===== config.mk =====
export PLATFORM = sky130hd
export DESIGN_NAME = norm_sum_hub
export DESIGN_NICKNAME = d
export VERILOG_FILES = /design/src/rtl/norm_sum_hub.sv
export SDC_FILE = /design/constraint.sdc
export NUM_CORES = 1
export LEC_CHECK = 0
export CAP_MARGIN = 20
export CORE_MARGIN = 5
export CORE_UTILIZATION = 60
export CTS_CLUSTER_DIAMETER = 60
export CTS_CLUSTER_SIZE = 25
export DETAILED_ROUTE_END_ITERATION = 10
export PLACE_DENSITY = 0.8
export SYNTH_ARGS = -nofsm -noshare
export SYNTH_HDL_FRONTEND = slang
export SYNTH_SLANG_ARGS = --single-unit

===== constraint.sdc =====
create_clock -name clk -period 25 [get_ports clk]
set_clock_uncertainty 0.1 [all_clocks]
set_input_delay 5 -clock clk [delete_from_list [all_inputs] [get_ports clk]]
set_output_delay 5 -clock clk [all_outputs]
set_load 0.005 [all_outputs]

===== src/rtl/norm_sum_hub.sv =====
// Partial-sum reduction hub: one input FIFO per core, pops a group from all enabled
// cores at once and returns the global total (or total minus own contribution) per core.
module norm_sum_hub #(
    parameter int ncore  = 4,
    parameter int bw_sum = 23,
    parameter int depth  = 8,
    parameter int bw_out = bw_sum + $clog2(ncore)
) (
    input  logic                    clk,
    input  logic                    reset,
    input  logic [ncore*bw_sum-1:0] sum_in,
    input  logic [ncore-1:0]        sum_in_valid,
    output logic [ncore-1:0]        sum_in_ready,
    input  logic [ncore-1:0]        core_en,
    input  logic                    excl_self,
    input  logic                    flush,
    output logic [ncore*bw_out-1:0] sum_out,
    output logic                    sum_out_valid,
    input  logic                    sum_out_ready,
    output logic [7:0]              seq
);

    localparam int aw = $clog2(depth);
    localparam logic [0:0] S_EMPTY = 1'b0;
    localparam logic [0:0] S_FULL  = 1'b1;

    logic [bw_sum-1:0]        mem_q    [ncore][depth];
    logic [aw:0]              wr_ptr_q [ncore];
    logic [aw:0]              rd_ptr_q [ncore];
    logic [0:0]               state_q, state_d;
    logic [ncore*bw_out-1:0]  sum_out_q, sum_out_d;
    logic [7:0]               seq_q, seq_d;

    logic [ncore-1:0]         full, empty, push;
    logic                     heads_ready, fire;
    logic [bw_sum-1:0]        head_raw [ncore];
    logic signed [bw_out-1:0] head     [ncore];
    logic signed [bw_out-1:0] total;

    // Full when the index bits match but the wrap bits differ.
    always_comb begin
        heads_ready = 1'b1;
        for (int i = 0; i < ncore; i++) begin
            full[i]  = (wr_ptr_q[i][aw] != rd_ptr_q[i][aw]) &&
                       (wr_ptr_q[i][aw-1:0] == rd_ptr_q[i][aw-1:0]);
            empty[i] = (wr_ptr_q[i] == rd_ptr_q[i]);
            push[i]  = sum_in_valid[i] && !full[i];
            if (core_en[i] && empty[i]) heads_ready = 1'b0;
        end
        fire = (|core_en) && heads_ready && (!sum_out_valid || sum_out_ready);
    end

    // NOTE: every combinational output gets a default before any conditional
    // assignment, so no path leaves it unassigned and no latch is inferred.
    always_comb begin
        total     = '0;
        sum_out_d = sum_out_q;
        for (int i = 0; i < ncore; i++) begin
            head_raw[i] = mem_q[i][rd_ptr_q[i][aw-1:0]];
            head[i]     = {{(bw_out-bw_sum){head_raw[i][bw_sum-1]}}, head_raw[i]};
            if (core_en[i]) total = total + head[i];
        end
        if (fire) begin
            for (int i = 0; i < ncore; i++) begin
                if (!core_en[i])    sum_out_d[i*bw_out +: bw_out] = '0;
                else if (excl_self) sum_out_d[i*bw_out +: bw_out] = total - head[i];
                else                sum_out_d[i*bw_out +: bw_out] = total;
            end
        end
    end

    always_comb begin
        state_d = state_q;
        case (state_q)
            S_EMPTY: if (fire) state_d = S_FULL;
            S_FULL:  if (sum_out_ready && !fire) state_d = S_EMPTY;
            default: state_d = S_EMPTY;
        endcase
        seq_d = seq_q + {7'd0, sum_out_valid && sum_out_ready};
    end

    // NOTE: the storage array has no reset; emptiness is carried by the pointers,
    // so clearing them is enough and the array maps onto plain RAM.
    always_ff @(posedge clk) begin
        for (int i = 0; i < ncore; i++) begin
            if (!reset && !flush && push[i])
                mem_q[i][wr_ptr_q[i][aw-1:0]] <= sum_in[i*bw_sum +: bw_sum];
        end
    end

    // NOTE: sequential state uses non-blocking assignments only, so every
    // register samples the pre-edge values regardless of statement order.
    always_ff @(posedge clk) begin
        if (reset || flush) begin
            for (int i = 0; i < ncore; i++) begin
                wr_ptr_q[i] <= '0;
                rd_ptr_q[i] <= '0;
            end
            state_q   <= S_EMPTY;
            sum_out_q <= '0;
            seq_q     <= '0;
        end else begin
            for (int i = 0; i < ncore; i++) begin
                if (push[i])            wr_ptr_q[i] <= wr_ptr_q[i] + 1'b1;
                if (fire && core_en[i]) rd_ptr_q[i] <= rd_ptr_q[i] + 1'b1;
            end
            state_q   <= state_d;
            sum_out_q <= sum_out_d;
            seq_q     <= seq_d;
        end
    end

    assign sum_in_ready  = ~full;
    assign sum_out_valid = (state_q == S_FULL);
    assign sum_out       = sum_out_q;
    assign seq           = seq_q;

endmodule


==> reports/qor.csv, run 1 <==
metric,value,unit
vias,28400,
holdCritPathClass,register to register,
final_cell_mix,"768 x edfxtp_1, 215 x clkdlybuf4s50_1, 201 x nor2_1, 198 x a21oi_1, 181 x nand2_1",
worstSetupEndpointType,register,
postCtsSetupRepairBufs,0,
drt_wl_total,126000,um
std_cell_rows,98,
cts_tree,yes,
die_width,278,um
io_pins,218,
viasPerCell,6.56,
grt_use_met1,47.5,%
die_area,0.0770,mm2
worst_slack,10070,ps
cts_buffers,53,
path_common_cell,a21oi_1,
drcViolationCount,0,
place_ws,9620,ps
fill_cells,4846,
critPathLaunchType,input pin,
grt.total_usage,31.9,%
syn2layout_area_growth,12.4,%
timing.critical_path.fanout_max,26,
ys_ff_latch,877,
routedWlPerCell,29.0,um
setup_violations,0,
grtUsageMet2,48.8,%
clk_latency,640,ps
cts-root-buf,clkbuf_16,
fp.dieH,278,um
drive_above_1_share,12.0,%
min_period,14930,ps
synth.avg_cell_area,13.7,um2
final-max-slew-violation-count,0,
arrival,15350,ps
drtIter0Drc,3496,
hold_violations,0,
synth_edf_count,768,
multi_input_comb_area,0.0169,mm2
async_flop_share,0,%
cts.clk_slew.worst_paths,90,ps
ys.flop_type,edfxtp_1,
regArea,0.0252,mm2
grt_overflow,0,
synth.top_cell.area_share,53.7,%
ys_seq_area_share,58.8,%
synth.distinct_cells,95,
fin_nets,3624,
grt_use_met3,5.55,%
first_global_vias,27600,
synth_fp_nets,3430,
postCtsHoldBufs,0,
core_region_area,0.0712,mm2
finish.utilization,67.7,%
ys_top_cells_by_area,"edfxtp_1 54%, mux4_2 8.8%, ha_1 5.1%",
ir_worst_vdd,84.3,uV
grt_first_pass_wirelength,184000,um
ys_warn_count,0,
critPathRequiredTime,25410,ps
crit_path_max_incr_delay,680,ps
final_antenna_net_count,0,
synth_cells,3143,
total_power,0.00529,W
grt_antenna_before_repair,5,
max_cap_viol_count,0,
final_common_cell,edfxtp_1,
placed_cells,4230,
p_leak,16.9,nW
min_period_over_period,59.7,%
gp_congestion,1.03,
grt_max_degree,53,
cts_resized,0,
fin_cells,4335,
yosysTopAreaCell,edfxtp_1,
slew_headroom,18.3,%
rsz0062_at_grt,no,
max_clock_freq,67.0,MHz
top_usage_layer,met2,
synth_area,0.0429,mm2
htree_levels,2,
dp_hpwl,88600,um
tns,0,ps
firstDrtPassIters,7,
p_per_area,110,mW/mm2
outcome,"complete, no violations",
worstSetupPathType,input pin to register,
cts.sinks,877,
slowest_stage,or4_1,
io_buffers,217,
initial_core_util,60.3,%
cts.path.max_buffers,3,
worst_slew_pin_slew,1220,ps
logic make-up (layout without fill, tap and decap cells):
family / count (synthesis) / in the layout / synth area share (%)
other cells: 0 / 5 / 0
simple gates: 684 / 684 / 7.43
compound gates: 649 / 649 / 9.79
fa+ha+maj: 183 / 183 / 5.45
flops: 877 / 877 / 58.8
xor+xnor: 180 / 180 / 3.71
buf+inv: 257 / 494 / 2.35
mux: 313 / 313 / 12.5
critical path, delay by kind of cell:
kind / cells / cell delay, ps
compound gates: 17 / 4370
xor+xnor: 5 / 860
fa+ha+maj: 3 / 1220
buf+inv: 4 / 1580
simple gates: 10 / 2270
worst paths after layout:
path                                      from     endpoint  slack (ps)  cells after the start
worst max-delay path                core_en[0]  sum_out[74]       10070                     39
worst min-delay path               sum_out[12]  sum_out[12]         370                      2
worst max register to register  rd_ptr_q[0][0]  sum_out[74]       13110                     40
worst min register to register     sum_out[12]  sum_out[12]         370                      2
state kept, by name, summed over array words and instances, names as in the netlist:
name           count
seq                8
sum_out_valid      1
mem_q            736
sum_out          100
wr_ptr_q          16
rd_ptr_q          16
report_power, final:
part / total (W) / switching, W / leakage, nW / internal, W
Sequential: 0.00167 / 0.0000368 / 7.88 / 0.00163
Combinational: 0.00266 / 0.00166 / 8.17 / 0.00101
Clock: 0.000964 / 0.000520 / 0.891 / 0.000443
synthesized netlist by cell type, types with 17 or more instances:
| library cell | number |
|---|---|
| o21a_1 | 26 |
| edfxtp_1 | 768 |
| mux4_2 | 168 |
| ha_1 | 175 |
| nor3_1 | 46 |
| a21o_1 | 71 |
| xor2_1 | 84 |
| nor2_1 | 228 |
| clkbuf_1 | 80 |
| o21ai_1 | 21 |
| nand3_1 | 54 |
| inv_1 | 127 |
| nand2_1 | 181 |
| nand2b_1 | 43 |
| xnor2_1 | 95 |
| buf_1 | 34 |
| o31ai_1 | 20 |
| a22oi_1 | 21 |
| mux2i_1 | 112 |
| mux2_2 | 24 |
| o21ai_0 | 111 |
| and2_1 | 24 |
| dfxtp_1 | 109 |
| a21oi_1 | 198 |
| nor2b_1 | 17 |
| a31oi_1 | 20 |
| or3_1 | 20 |
through the flow:
step           cell area (um2)  hold WS (ps)
5_1_grt                  48200           388
2_1_floorplan            42900           342
3_3_place_gp             46400           344
3_5_place_dp             46400           358
6_report                 48300           373
4_1_cts                  48200           375
metal layers:
metal  routed length (um)  vias up
li1                     -    12500
met1                52600    14300
met2                57400     1445
met3                11000      220
met4                 4840        0
met5                    0        -
area by class of cell:
class / instances / area share, %
sequential: 877 / 52.3
multi-input combinational: 2009 / 35.1
timing repair buffer: 266 / 5.28
clock buffer: 64 / 2.92
tap: 950 / 2.46
inverter: 130 / 1.01
clock inverter: 34 / 0.884
antenna: 5 / 0.0259
No activity file was read; power rests on OpenSTA's default activity.
==> run 2, diff against run 1 <==
--- a/config.mk
+++ b/config.mk
@@ -7,11 +7,11 @@
 export LEC_CHECK = 0
 export CAP_MARGIN = 20
 export CORE_MARGIN = 5
-export CORE_UTILIZATION = 60
+export CORE_UTILIZATION = 55
 export CTS_CLUSTER_DIAMETER = 60
 export CTS_CLUSTER_SIZE = 25
 export DETAILED_ROUTE_END_ITERATION = 10
-export PLACE_DENSITY = 0.8
+export PLACE_DENSITY = 0.77
 export SYNTH_ARGS = -nofsm -noshare
 export SYNTH_HDL_FRONTEND = slang
 export SYNTH_SLANG_ARGS = --single-unit
==> constraint.sdc (replaced) <==
create_clock -name clk -period 13.1 [get_ports clk]
set_clock_uncertainty 0.1 [all_clocks]
set_input_delay 2.62 -clock clk [delete_from_list [all_inputs] [get_ports clk]]
set_output_delay 2.62 -clock clk [all_outputs]
set_load 0.005 [all_outputs]
==> reports/qor.csv, run 2 (synthesized netlist as in run 1, its figures left out) <==
metric,value,unit,change
cts.clk_slew.worst_paths,80,ps,about the same
crit_path_max_incr_delay,610,ps,-70 ps
critPathRequiredTime,13530,ps,-11880 ps
largest_reg_flops,736,,unchanged
grt_max_degree,59,,+11%
grt_antenna_before_repair,4,,-1
die_width,289,um,+4.3%
worstSetupPathType,input pin to register,,
slowest_stage,a311oi_1,,
drtIter0Drc,2848,,-19%
drcViolationCount,0,,unchanged
cp_num_cells,41,,+5.1%
syn2layout_area_growth,13.5,%,
postCtsHoldBufs,0,,unchanged
initial_core_util,55.4,%,-4.8 points
fin_nets,3638,,+0.39%
cts_tree,yes,,
fin_area,0.0487,mm2,+0.97%
cts.sinks,877,,unchanged
final_cell_mix,"768 x edfxtp_1, 215 x clkdlybuf4s50_1, 202 x nor2_1, 198 x a21oi_1, 181 x nand2_1",,
path_buf_inv,3,,-1
cts_buffers,58,,+9.4%
holdPathStages,2,,unchanged
slew_headroom,20.4,%,+2.1 points
max_cap_viol_count,0,,unchanged
p_leak,17.1,nW,+1.0%
regArea,0.0252,mm2,unchanged
grt_overflow,0,,unchanged
io_buffers,217,,unchanged
final_common_cell,edfxtp_1,,
std_cell_rows,102,,+4.1%
path_common_cell,a21oi_1,,
final-max-slew-violation-count,0,,unchanged
drive_above_1_share,12.4,%,+0.44 points
setup_violations,0,,unchanged
hold_ws,356,ps,-17.7 ps
drt_wl_total,125000,um,-1.1%
worst_slew_pin_slew,1160,ps,-56.8 ps
cts.path.max_buffers,3,,unchanged
htree_levels,2,,unchanged
multi_input_comb_area,0.0169,mm2,about the same
holdCritPathClass,register to register,,
min_period,12070,ps,
viasPerCell,6.41,,-2.2%
hold_violations,0,,unchanged
final_antenna_net_count,0,,unchanged
core_region_area,0.0775,mm2,+8.7%
clk_latency,680,ps,+40 ps
rsz0062_at_grt,no,,
max_clock_freq,82.8,MHz,
dpl_cell_area,0.0465,mm2,+0.34%
grt_first_pass_wirelength,182000,um,-0.78%
die_area,0.0838,mm2,+8.8%
ff2ff_setup_slack,1910,ps,-11200 ps
reg2reg_depth,44,,+10%
arrival,12500,ps,-2850 ps
min_period_over_period,92.1,%,
critPathTopFamily,compound AO/OA/AOI/OAI gates,,
worstSetupEndpointType,register,,
ir_worst_vdd,144,uV,+71%
postCtsSetupRepairBufs,0,,unchanged
dp_hpwl,88000,um,-0.67%
gp_congestion,1.04,,+0.66%
tns,0,ps,unchanged
vias,28500,,+0.11%
cts-root-buf,clkbuf_16,,
first_global_vias,27700,,+0.43%
cts_resized,0,,unchanged
firstDrtPassIters,6,,-1
p_per_area,210,mW/mm2,+91%
fp.dieH,289,um,+4.3%
outcome,"complete, no violations",,
critPathLaunchType,input pin,,
fill_cells,5600,,+16%
io_pins,218,,unchanged
routedWlPerCell,28.1,um,-3.4%
grt.total_usage,29.3,%,-2.6 points
timing.critical_path.fanout_max,25,,-3.8%
-- run 2: changes by cell type in the layout (fill, tap and decap cells not counted), sizes merged --
cell and delta:
buf +9, diode -4, clkbuf +3, clkinvlp +3, clkinv +2, dlymetal6s2s +1
inv -1
-- run 2: area by class of cell --
cell class,instances,area share [%]
antenna,1,0.00514
clock buffer,68,3.12
clock inverter,38,1.30
inverter,130,1.00
multi-input combinational,2009,34.7
sequential,877,51.8
tap,1040,2.67
timing repair buffer,275,5.35
-- run 2: worst reg2reg max path: cells and delay by family, from the launching register on --
kind	cells	cell delay [ps]
buffers and inverters	3	1090
AO/OA/AOI/OAI	19	4810
flip-flops	1	350
AND/OR/NAND/NOR	10	1370
XOR/XNOR	5	970
adder cells (fa/ha/maj)	5	1780
multiplexers	2	580
-- run 2: worst paths after layout --
path | from | end
setup / recovery | core_en[0] | sum_out[74]
hold / removal | sum_out[12] | sum_out[12]
setup reg to reg | rd_ptr_q[0][0] | sum_out[74]
hold reg to reg | sum_out[12] | sum_out[12]
-- run 2: metrics by stage --
step | instances | utilization [%] | power, W | setup slack (ps)
floorplan | 3143 | - | 0.00655 | 2240
global placement | 4327 | 60.1 | 0.00799 | 781
detailed placement | 4328 | 60.1 | 0.00808 | 544
CTS | 4434 | 62.9 | 0.0101 | 1230
global route | 4437 | 62.9 | 0.0107 | 492
finish | 4438 | 62.9 | 0.0102 | 1030
-- run 2: per-layer routing --
layer / global-route usage (%) / up-vias / share of wire [%]
li1: - / 12500 / -
met1: 42.1 / 14200 / 41
met2: 45.8 / 1435 / 46
met3: 5.29 / 255 / 8.7
met4: 10.3 / 4 / 4.3
met5: 0 / - / 0.018
-- run 2: where the power goes --
part	leakage, nW	total, W	internal [W]	switching (W)
sequential	7.88	0.00317	0.00311	0.0000645
clock	1.01	0.00202	0.000937	0.00108
combinational	8.22	0.00503	0.00193	0.00310
total	17.1	0.0102	0.00598	0.00425
